$ cat config.mk
export PLATFORM = sky130hd
export DESIGN_NAME = single_port_ram
export DESIGN_NICKNAME = d
export VERILOG_FILES = /design/src/rtl/single_port_ram.sv
export SDC_FILE = /design/constraint.sdc
export NUM_CORES = 1
export LEC_CHECK = 0
export ABC_AREA = 1
export BUFFER_PORTS_ARGS = -buffer_cell sky130_fd_sc_hd__buf_2
export CORE_ASPECT_RATIO = 0.75
export CORE_MARGIN = 4
export CORE_UTILIZATION = 57
export CTS_CLUSTER_DIAMETER = 150
export DETAILED_ROUTE_END_ITERATION = 7
export PLACE_DENSITY_LB_ADDON = 0.1
export SLEW_MARGIN = 15
export SYNTH_ARGS = -nofsm -noshare
export SYNTH_HDL_FRONTEND = slang
export SYNTH_SLANG_ARGS = --single-unit
$ cat constraint.sdc
create_clock -name clk -period 1.28 [get_ports clk]
set_input_delay 0.064 -clock clk [delete_from_list [all_inputs] [get_ports clk]]
set_output_delay 0.064 -clock clk [all_outputs]
set_load 0.05 [all_outputs]
$ cat src/rtl/single_port_ram.sv
// single_port_ram: 32 x 8 synchronous single-port RAM with registered read data.
// One shared address. Write takes priority over read when both enables are high.
// A synchronous reset clears every word and the read register.
module single_port_ram #(
    parameter int DATA_WIDTH = 8,
    parameter int ADDR_WIDTH = 5,
    parameter int DEPTH      = 2 ** ADDR_WIDTH
) (
    input  logic                  clk,
    input  logic                  rst,
    input  logic [DATA_WIDTH-1:0] data_in,
    input  logic                  write_en,
    input  logic                  read_en,
    input  logic [ADDR_WIDTH-1:0] addr,
    output logic [DATA_WIDTH-1:0] data_out
);

    logic [DATA_WIDTH-1:0] mem_q [DEPTH];
    logic [DATA_WIDTH-1:0] mem_d [DEPTH];
    logic [DATA_WIDTH-1:0] data_out_q;
    logic [DATA_WIDTH-1:0] data_out_d;

    // Next-state for storage and read register. A write suppresses the read,
    // and when no read happens data_out keeps its last value.
    always_comb begin
        mem_d      = mem_q;
        data_out_d = data_out_q;
        if (write_en) begin
            mem_d[addr] = data_in;
        end else if (read_en) begin
            data_out_d = mem_q[addr];
        end
    end

    // State update. Reset overrides any access presented on the same edge.
    always_ff @(posedge clk) begin
        if (rst) begin
            mem_q      <= '{default: '0};
            data_out_q <= '0;
        end else begin
            mem_q      <= mem_d;
            data_out_q <= data_out_d;
        end
    end

    assign data_out = data_out_q;

endmodule

== Word level (Yosys, flattened, before mapping) ==
Index checks and enable logic that the tools add are counted.

* Magnitude comparators: 2
* Muxes and demuxes: 6
* Bitwise gates (word level): 2
* Reductions and logical operators: 2

{| class="wikitable"
|+ Operators by type and width
! cell !! count
|-
| $bwmux 256 || 1
|-
| $bmux 8 s5 || 1
|-
| $demux 8 s5 || 1
|-
| $mux 8 || 3
|-
| $ge 6x6->1 const B || 1
|-
| $lt 6x1->1 const B || 1
|-
| $not 5->6 || 1
|-
| $reduce_and 2->1 || 1
|-
| $logic_and 1x1->1 || 1
|-
| $not 1->1 || 1
|}

* Bits in registers: 264
* Bits of input ports: 17
* Output and inout bits: 8

== Longest topological paths before layout ==
Gate-level depths: netlist of the first run.

* Depth in word-level cells: 6
* Depth in mapped cells: 14
* Depth with buffers taken out: 11

== Worst setup path before layout of the first run ==
No wires, ideal clock.

* Kind: input port to flip-flop
* From: input port addr[4]
* To: register mem_q[64] (netlist bit)
* Setup time: 132 ps
* Arrival time: 1,129 ps
* Data required time: 1,148 ps
* Slack: 18 ps
* Stages on the path: 8
* Path through: buf_2 > inv_2 > nor3_4 > inv_4 > nor2_8 > inv_2 > nand2_1 > a21oi_1

* Longest elaborated chain between the ends: 6

{| class="wikitable"
|+ RTL lines
! element !! RTL line !! text
|-
| from (decl) || 14 || <nowiki>input logic [ADDR_WIDTH-1:0] addr,</nowiki>
|-
| $not 5->6 (not written as such) * || 29 || <nowiki>mem_d[addr] = data_in;</nowiki>
|-
| $ge 6x6->1 (not written as such) / $lt 6x1->1 (equally long branches) || 29 ||
|-
| $logic_and 1x1->1 (not written as such) || 29 ||
|-
| $mux 8 (not written as such) || 29 ||
|-
| $demux 8 s5 * || 29 ||
|-
| $bwmux 256 * || 29 ||
|-
| to (signal assigned) || 41 || <nowiki>mem_q <= mem_d;</nowiki>
|-
| to (decl) || 18 || <nowiki>logic [DATA_WIDTH-1:0] mem_q [DEPTH];</nowiki>
|}

Every way passes the cells marked *; elsewhere a longest branch is shown, timed or not.
A chain may end at the register's enable or synchronous reset.

== Final worst setup path of the first run ==
* From: register data_out_q[3], in the netlist data_out[3]
* To: output port data_out[3]

{| class="wikitable"
|+ RTL lines
! element !! RTL line !! text
|-
| from (decl) || 20 || <nowiki>logic [DATA_WIDTH-1:0] data_out_q;</nowiki>
|-
| from (signal assigned) || 42 || <nowiki>data_out_q <= data_out_d;</nowiki>
|-
| to (decl) || 15 || <nowiki>output logic [DATA_WIDTH-1:0] data_out</nowiki>
|}

No word-level cell between the ends.

==> results of run 1 <==
==> final timing paths <==
check | cells after the start | slack (ns) | end
worst min-delay path | 4 | 0.01 | mem_q[231]
worst max register to register | 10 | 0.04 | data_out[2]
worst min register to register | 2 | 0.46 | mem_q[223]
worst max-delay path | 1 | 0.006 | data_out[3]
==> state kept, by name, indices dropped and copies added (netlist names) <==
name      cells
mem_q       256
data_out      8
==> repair_timing <==
action,in CTS,in global routing
setup endpoints to repair,5,12
hold endpoints to repair,18,0
hold buffers,1,0
cloned,0,0
pin swaps,0,2
gates resized for setup,5,19
buffers inserted,0,0
==> worst min-delay path, delay by kind of cell <==
kind | cells | cell delay, ns
compound gates | 1 | 0.05
simple gates | 1 | 0.09
buf+inv | 2 | 0.29
==> per-layer routing <==
layer | vias to the layer above | share of wire (%) | GRT usage (%)
met1 | 5531 | 45 | 45.6
met2 | 560 | 43 | 45.7
met3 | 64 | 10 | 5.17
met4 | 2 | 2.0 | 6.01
met5 | - | 0.036 | 0
li1 | 6083 | - | -
==> logic make-up (layout without fill, tap and decap cells) <==
logic type      after synthesis  in the layout  synth area share [%]
buf+inv                     223            285                  7.35
simple gates               1144           1144                  37.6
flops                       264            264                  42.6
compound gates              288            288                  12.5
==> per-stage QoR <==
stage	setup slack, ns	TNS, ns
4_1_cts	0.00669	0
5_1_grt	-0.0445	-0.121
3_5_place_dp	-0.243	-19.16
3_3_place_gp	-0.264	-12.34
6_report	0.00575	0
2_1_floorplan	0.0183	0
==> cells in the final DEF, fill, tap and decap left out, types with 9 or more instances in the layout <==
cell	netlist	final
nand2_1	989	987
dfxtp_1	264	262
a21oi_1	224	224
inv_1	85	85
buf_4	4	76
nor2_1	67	60
a211oi_1	42	42
nand3_1	39	39
buf_12	0	30
clkbuf_16	0	27
inv_2	23	23
o21ai_0	22	20
nor2_4	13	17
buf_2	30	16
nand2_2	7	9
nor2_2	6	9
clkbuf_1	70	9
==> power groups by stage <==
| stage | Combinational (mW) | Sequential (mW) | Clock [mW] |
|---|---|---|---|
| after detailed placement | 1.34 | 8.53 | 0 |
| after global routing | 1.47 | 8.35 | 8.09 |
| after floorplan | 0.704 | 8.56 | 0 |
| final | 1.38 | 8.35 | 7.67 |
| after global placement | 1.33 | 8.53 | 0 |
| after CTS | 1.35 | 8.35 | 7.75 |
==> cell type report <==
cell class	instances	area (µm²)	share of cell area (%)
Multi-Input combinational cell	1432	6260	43.2
Sequential cell	264	5290	36.5
Timing Repair Buffer	125	1280	8.84
Clock buffer	43	806	5.56
Inverter	114	443	3.06
Tap cell	288	360	2.49
Clock inverter	3	42.5	0.294
==> impl_metrics.tcl, run 1 <==
set metrics [dict create \
    hold_viol 0 \
    grt_setup_unrepaired "yes" \
    period_needed_ns 1.27 \
    synth_top_area_cell "dfxtp_1" \
    htreeDepth 1 \
    fin_skew_ns 0.0145 \
    grt_pass1_vias 11200 \
    cp-end-kind "output port" \
    yosysSeqAreaShare_pct 42.6 \
    hp-start "data_in[7]" \
    area_growth_pct 16.6 \
    dieWidth_um 178 \
    comb_power_share_pct 7.9 \
    placed_area_um2 13600 \
    core_um2 21300 \
    fin_crit_sh_pct 99.6 \
    crit_path_start_kind "flop" \
    intPower_mw 13.2 \
    drc 0 \
    dp_hpwl_um 23500 \
    peakVddDrop_v 0.000981 \
    crit_type "reg2out" \
    yosys_warnings 0 \
    yosysTopAreaCellShare_pct 42.6 \
    wirelength_um 36500 \
    cts_tree "done" \
    fmax_mhz 785 \
    clkPwrFrac_pct 44.1 \
    gr-usage-all-layers_pct 30.2 \
    rr_startpoint "mem_q[138]" \
    arrival_ns 1.21 \
    wl_per_cell_um 16.1 \
    clk_root_buffer_cell "clkbuf_16" \
    final-instance-count-excl-fill 2269 \
    synthArstFlopShare_pct 0 \
    ys_ff_latch 264 \
    synth_edf_count 0 \
    synth_commonest_cells "nand2_1, dfxtp_1, a21oi_1" \
    dp.cells 2222 \
    design_area_um2 14500 \
    antenna_found_initial 1 \
    n_antenna_cell 0 \
    drive_gt1_share_pct 12.2 \
    slowest_stage "dfxtp_1" \
    setup_viol 0 \
    hold_class "in2reg" \
    final_antenna_net_count 0 \
    grt_overflow 0 \
    seqPwrFrac_pct 48.0 \
    crit_buf_inv 1 \
    power_density_nw_per_um2 1200 \
    synth_area_leaders "dfxtp_1, nand2_1, a21oi_1" \
    dr.pass1.iters 5 \
    worst_pin_slew_ns 0.353 \
    grt_start_max_net_pins 54 \
    die_h_um 136 \
    num_vias 12200 \
    syn_avg_cell_area_um2 6.47 \
    syn_nets 1936 \
    power.total_mw 17.4 \
    synth.distinct_cells 24 \
    insertion_delay_ns 0.53 \
    status "complete, no violations" \
    fill_cells 1879 \
    syn_inst 1919 \
    cp.required_ns 1.22 \
    viasPerCell 5.39 \
    nets 1980 \
    initial_core_util_pct 58.3 \
    switching_share_pct 24.3 \
    post-route-util_pct 68.0 \
    path_clk_slew_ns 0.06 \
    rows 46 \
    final_max_slew_viol_count 0 \
    max-cap-violations 0 \
    synth_most_common_cell "nand2_1" \
    critPathLaunch "data_out[3]" \
    p_leak_nw 5.98 \
    cts_max_path_buffers 3 \
    io_buffer_count 24 \
    drt_iter0_markers 1181 \
    cp_cell_sequence "buf_2" \
    synth_area_um2 12400 \
    cts.sinks 264 \
    gp_congestion 0.934 \
    p_switching_mw 4.23 \
    numCtsBuffers 26 \
    slew_headroom_pct 76.4 \
    synth_ff_type "dfxtp_1" \
    hold_slack_ns 0.0130 \
    grt_pass1_wl_um 59500 \
    ios 25 \
    die_area_um2 24200 \
    critical_path.top_delay_family "flip-flops" \
    path_max_fanout 2 \
    slowest_delay_ns 0.39 \
]
No activity file was read; power rests on OpenSTA's default activity.
==> inputs of run 2 (changes only) <==
Settings changed: CORE_UTILIZATION 57 to 40.
==> run 2 against run 1 <==
Final area increased by 3.5%. Global-route usage decreased by 7.5 points. Combinational power increased by 6%. Sequential power about the same. Wire length increased by 7.7%. Largest cell class unchanged.
==> impl_metrics.tcl, run 2 (synthesis results as in run 1) <==
set metrics [dict create \
    grt_pass1_wl_um 62400 \
    wirelength_um 39300 \
    clk_root_buffer_cell "clkbuf_16" \
    p_leak_nw 6.18 \
    hold_viol 0 \
    setup_viol 0 \
    nets 2006 \
    core_um2 30300 \
    slew_headroom_pct 65.2 \
    crit_type "reg2out" \
    n_antenna_cell 0 \
    gp_congestion 0.878 \
    fill_cells 3093 \
    period_needed_ns 1.26 \
    grt_start_max_net_pins 64 \
    final.setup.worst_slack_ns 0.0209 \
    ios 25 \
    grt_overflow 0 \
    drt_iter0_markers 946 \
    final-instance-count-excl-fill 2407 \
    drive_gt1_share_pct 13.4 \
    grt_pass1_vias 11000 \
    largest_reg_flops 256 \
    worst_pin_slew_ns 0.522 \
    area_growth_pct 20.8 \
    crit_path_start_kind "flop" \
    setup_tns_ns 0 \
    wl_per_cell_um 16.3 \
    dieWidth_um 211 \
    io_buffer_count 24 \
    hold_slack_ns 0.0545 \
    critical_path.top_delay_family "flip-flops" \
    dp_hpwl_um 25300 \
    cp.required_ns 1.22 \
    cts_tree "done" \
    final_antenna_net_count 0 \
    num_vias 12000 \
    path_clk_slew_ns 0.07 \
    path_max_fanout 2 \
    status "complete, no violations" \
    cp_cell_sequence "buf_6" \
    place_ws_ns -0.326 \
    cts.sinks 264 \
    fin_skew_ns 0.00995 \
    htreeDepth 1 \
    dp.cells 2349 \
    hold_class "in2reg" \
    power_density_nw_per_um2 1230 \
    rows 55 \
    fin_crit_sh_pct 98.4 \
    die_h_um 161 \
    numCtsBuffers 28 \
    antenna_found_initial 0 \
    max-cap-violations 0 \
    max_flop_register "mem_q" \
    initial_core_util_pct 40.9 \
    layout_commonest_cell "nand2_1" \
    viasPerCell 4.99 \
    cp-end-kind "output port" \
    peakVddDrop_v 0.000717 \
    final_cell_mix "nand2_1, dfxtp_1, a21oi_1, buf_4, inv_1" \
    cts_max_path_buffers 3 \
    slowest_delay_ns 0.44 \
    slowest_stage "dfxtp_1" \
    drc 0 \
    dr.pass1.iters 5 \
    final_max_slew_viol_count 0 \
    gr-usage-all-layers_pct 22.7 \
    insertion_delay_ns 0.56 \
    arrival_ns 1.20 \
    fmax_mhz 794 \
    crit_buf_inv 1 \
    die_area_um2 34000 \
]
run 2: cell count changes in the layout (fill, tap and decap cells not counted), sizes merged:
| cell | delta |
|---|---|
| clkinvlp | -1 |
| bufinv | +2 |
| clkinv | +4 |
| dlygate4sd3 | +8 |
| buf | +15 |
| clkbuf | -1 |
run 2: worst register-to-register path: stages (launching register included):
cell	delay, ns
dfxtp_1	0.31
nand2_1	0.06
nand2_1	0.07
nand2_1	0.08
nand2_1	0.07
nand2_1	0.07
nand2_2	0.07
nor2_4	0.17
nand3_2	0.07
nand2_1	0.06
inv_1	0.04
run 2: path summary, 6_finish.rpt:
kind                                   from  depth (start not counted)  slack [ns]           to
worst max register to register    mem_q[44]                         10        0.09  data_out[4]
worst min register to register   mem_q[107]                          2        0.46   mem_q[107]
worst min-delay path                    rst                          2        0.05     mem_q[3]
worst max-delay path            data_out[0]                          1        0.02  data_out[0]
run 2: metrics by stage:
step / area, µm² / utilization, % / power [mW]
finish: 15000 / 49.4 / 18.5
global route: 15000 / 49.4 / 19.1
CTS: 14900 / 49.2 / 18.6
detailed placement: 13800 / 45.6 / 9.94
global placement: 13800 / 45.6 / 9.94
floorplan: 12400 / - / 9.26
run 2: routing by layer:
layer | part of all wire (%) | wire, µm | GRT usage, % | up-vias
met5 | 0 | 0 | 0 | -
met4 | 2.3 | 888 | 4.92 | 0
met3 | 6.3 | 2470 | 3.75 | 65
met2 | 41 | 16100 | 32.6 | 334
met1 | 51 | 19900 | 35.4 | 5466
li1 | - | - | - | 6137
run 2: where the power goes:
part | total, mW | switching [mW] | internal [mW]
logic | 1.46 | 0.999 | 0.464
registers | 8.35 | 0.0484 | 8.30
clock network | 8.68 | 3.47 | 5.22
run 2: cell type report:
cell class | instances | area [µm²] | share of cell area, %
sequential | 264 | 5290 | 35.3
multi-input combinational | 1432 | 6280 | 41.9
clock buffer | 41 | 861 | 5.74
clock inverter | 8 | 115 | 0.768
timing repair buffer | 149 | 1510 | 10.1
tap | 399 | 499 | 3.33
inverter | 114 | 443 | 2.95
run 2: timing repair:
action                     CTS  global route
hold buffers                 9             0
pin swaps                    0             5
setup buffers                0             0
setup endpoints to repair    9             8
resized for setup           14            18
hold endpoints to repair   189             0
==> inputs of run 3 (changes only) <==
Clock period 1.28 ns to 1.4 ns, I/O delays scaled along.
==> run 3 against run 2 <==
Hold slack gained 0.095 ns. Flip-flop and latch count is the same. Sequential share of layout area grew 0.52 points. Wire length shrank 0.12%.
==> impl_metrics.tcl, run 3 (synthesis results as in run 1) <==
set metrics [dict create \
    status "complete, no violations" \
    r2r_slack_ns 0.13 \
    cts.sinks 264 \
    hold_viol 0 \
    wl_per_cell_um 16.5 \
    slowest_stage "dfxtp_1" \
    cp.required_ns 1.33 \
    rr_startpoint "mem_q[154]" \
    dp_hpwl_um 24900 \
    num_vias 12000 \
    gp_congestion 0.862 \
    post-route-util_pct 48.7 \
    power_density_nw_per_um2 1140 \
    grt_start_max_net_pins 72 \
    power.total_mw 16.8 \
    crit_buf_inv 1 \
    intPower_mw 12.7 \
    path_clk_slew_ns 0.06 \
    hold_path_depth 8 \
    nets 1982 \
    max-cap-violations 0 \
    crit_type "reg2out" \
    dieWidth_um 211 \
    path_max_fanout 2 \
    n_antenna_cell 0 \
    dr.pass1.iters 5 \
    viasPerCell 5.01 \
    drt_iter0_markers 902 \
    wirelength_um 39300 \
    rr_worst_depth 10 \
    hold_end "data_out[4]" \
    largest_reg_flops 256 \
    numCtsBuffers 28 \
    max_flop_register "mem_q" \
    ios 25 \
    p_leak_nw 6.05 \
    worst_pin_slew_ns 0.395 \
    die_area_um2 34000 \
    grt_pass1_wl_um 63000 \
    layout_commonest_cell "nand2_1" \
    fmax_mhz 726 \
    initial_core_util_pct 40.9 \
    fin_skew_ns 0.00949 \
    slew_headroom_pct 73.6 \
    grt_pass1_vias 11100 \
    p_switching_mw 4.15 \
    final.setup.worst_slack_ns 0.0227 \
    core_um2 30300 \
    io_buffer_count 24 \
    setup_viol 0 \
    grt_overflow 0 \
    gr-usage-all-layers_pct 22.8 \
    switching_share_pct 24.6 \
    comb_power_share_pct 7.8 \
    antenna_found_initial 0 \
    period_needed_ns 1.38 \
    peakVddDrop_v 0.000824 \
    hold_class "in2reg" \
    insertion_delay_ns 0.56 \
    fill_cells 3072 \
    r2r-end "data_out[2]" \
    htreeDepth 1 \
    dp.cells 2324 \
    drc 0 \
    cp-end-kind "output port" \
    clk_root_buffer_cell "clkbuf_16" \
    clkPwrFrac_pct 47.0 \
    slowest_delay_ns 0.43 \
    crit_path_start_kind "flop" \
    drive_gt1_share_pct 11.4 \
    seqPwrFrac_pct 45.3 \
    final_max_slew_viol_count 0 \
    final-instance-count-excl-fill 2386 \
    postCtsSetupBuffers 0 \
    cts_tree "done" \
    cp_cell_sequence "buf_2" \
    final_cell_mix "nand2_1, dfxtp_1, a21oi_1, inv_1, nor2_1" \
    fin_crit_sh_pct 98.4 \
    cts_max_path_buffers 3 \
    place_ws_ns -0.155 \
    final_antenna_net_count 0 \
    hp-start "write_en" \
    rows 55 \
    die_h_um 161 \
    area_growth_pct 19.0 \
    grt_setup_unrepaired "no" \
    critical_path.top_delay_family "flip-flops" \
    arrival_ns 1.31 \
]
==> run 3: cell type report <==
type	count	area [µm²]	share of cell area (%)
multi-input cells	1432	6220	42.1
flip-flops and latches	264	5290	35.8
repair buffers	125	1360	9.17
clock buffers	45	856	5.79
well taps	399	499	3.38
inverters	114	443	3.00
clock inverters	7	113	0.762
==> run 3: worst max-delay path by stage <==
stage,from,slack [ns],cells past startpoint,to
6_report,data_out[7],0.02,1,data_out[7]
3_3_place_gp,addr[1],-0.14,12,data_out[5]
4_1_cts,data_out[7],0.03,1,data_out[7]
2_1_floorplan,addr[4],0.13,8,mem_q[64]
5_1_grt,data_out[7],0.02,1,data_out[7]
3_5_place_dp,addr[4],-0.15,8,mem_q[123]
==> run 3: stage by stage <==
stage / TNS (ns) / cell area (µm²) / hold slack, ns
floorplan: 0 / 12400 / 0.246
global placement: -10.79 / 13700 / 0.445
detailed placement: -11.95 / 13700 / 0.448
CTS: 0 / 14800 / 0.130
global route: 0 / 14800 / 0.204
finish: 0 / 14800 / 0.150
==> run 3: routing by layer <==
metal  vias up  track usage [%]  share of wire (%)
met5         -                0                  0
met4         0             4.10                1.7
met3        54             4.43                6.6
met2       312             32.4                 41
met1      5510             35.9                 51
li1       6089                -                  -
==> run 3: power by group through the flow <==
stage	Sequential [mW]	Clock [mW]	Combinational, mW
2_1_floorplan	7.83	0	0.643
3_5_place_dp	7.79	0	1.28
5_1_grt	7.63	8.30	1.40
4_1_cts	7.62	8.02	1.31
6_report	7.63	7.91	1.31
3_3_place_gp	7.79	0	1.28
==> run 3: worst min-delay path: cells and delay by family <==
family,cells,cell delay (ns)
simple gates,4,0.31
buf+inv,4,0.30
==> run 3: timing repair <==
| item | CTS | global route |
|---|---|---|
| hold buffers | 10 | 0 |
| endpoints found under the hold margin | 119 | 0 |
| setup endpoints to repair | 1 | 0 |
| resized for setup | 1 | 0 |
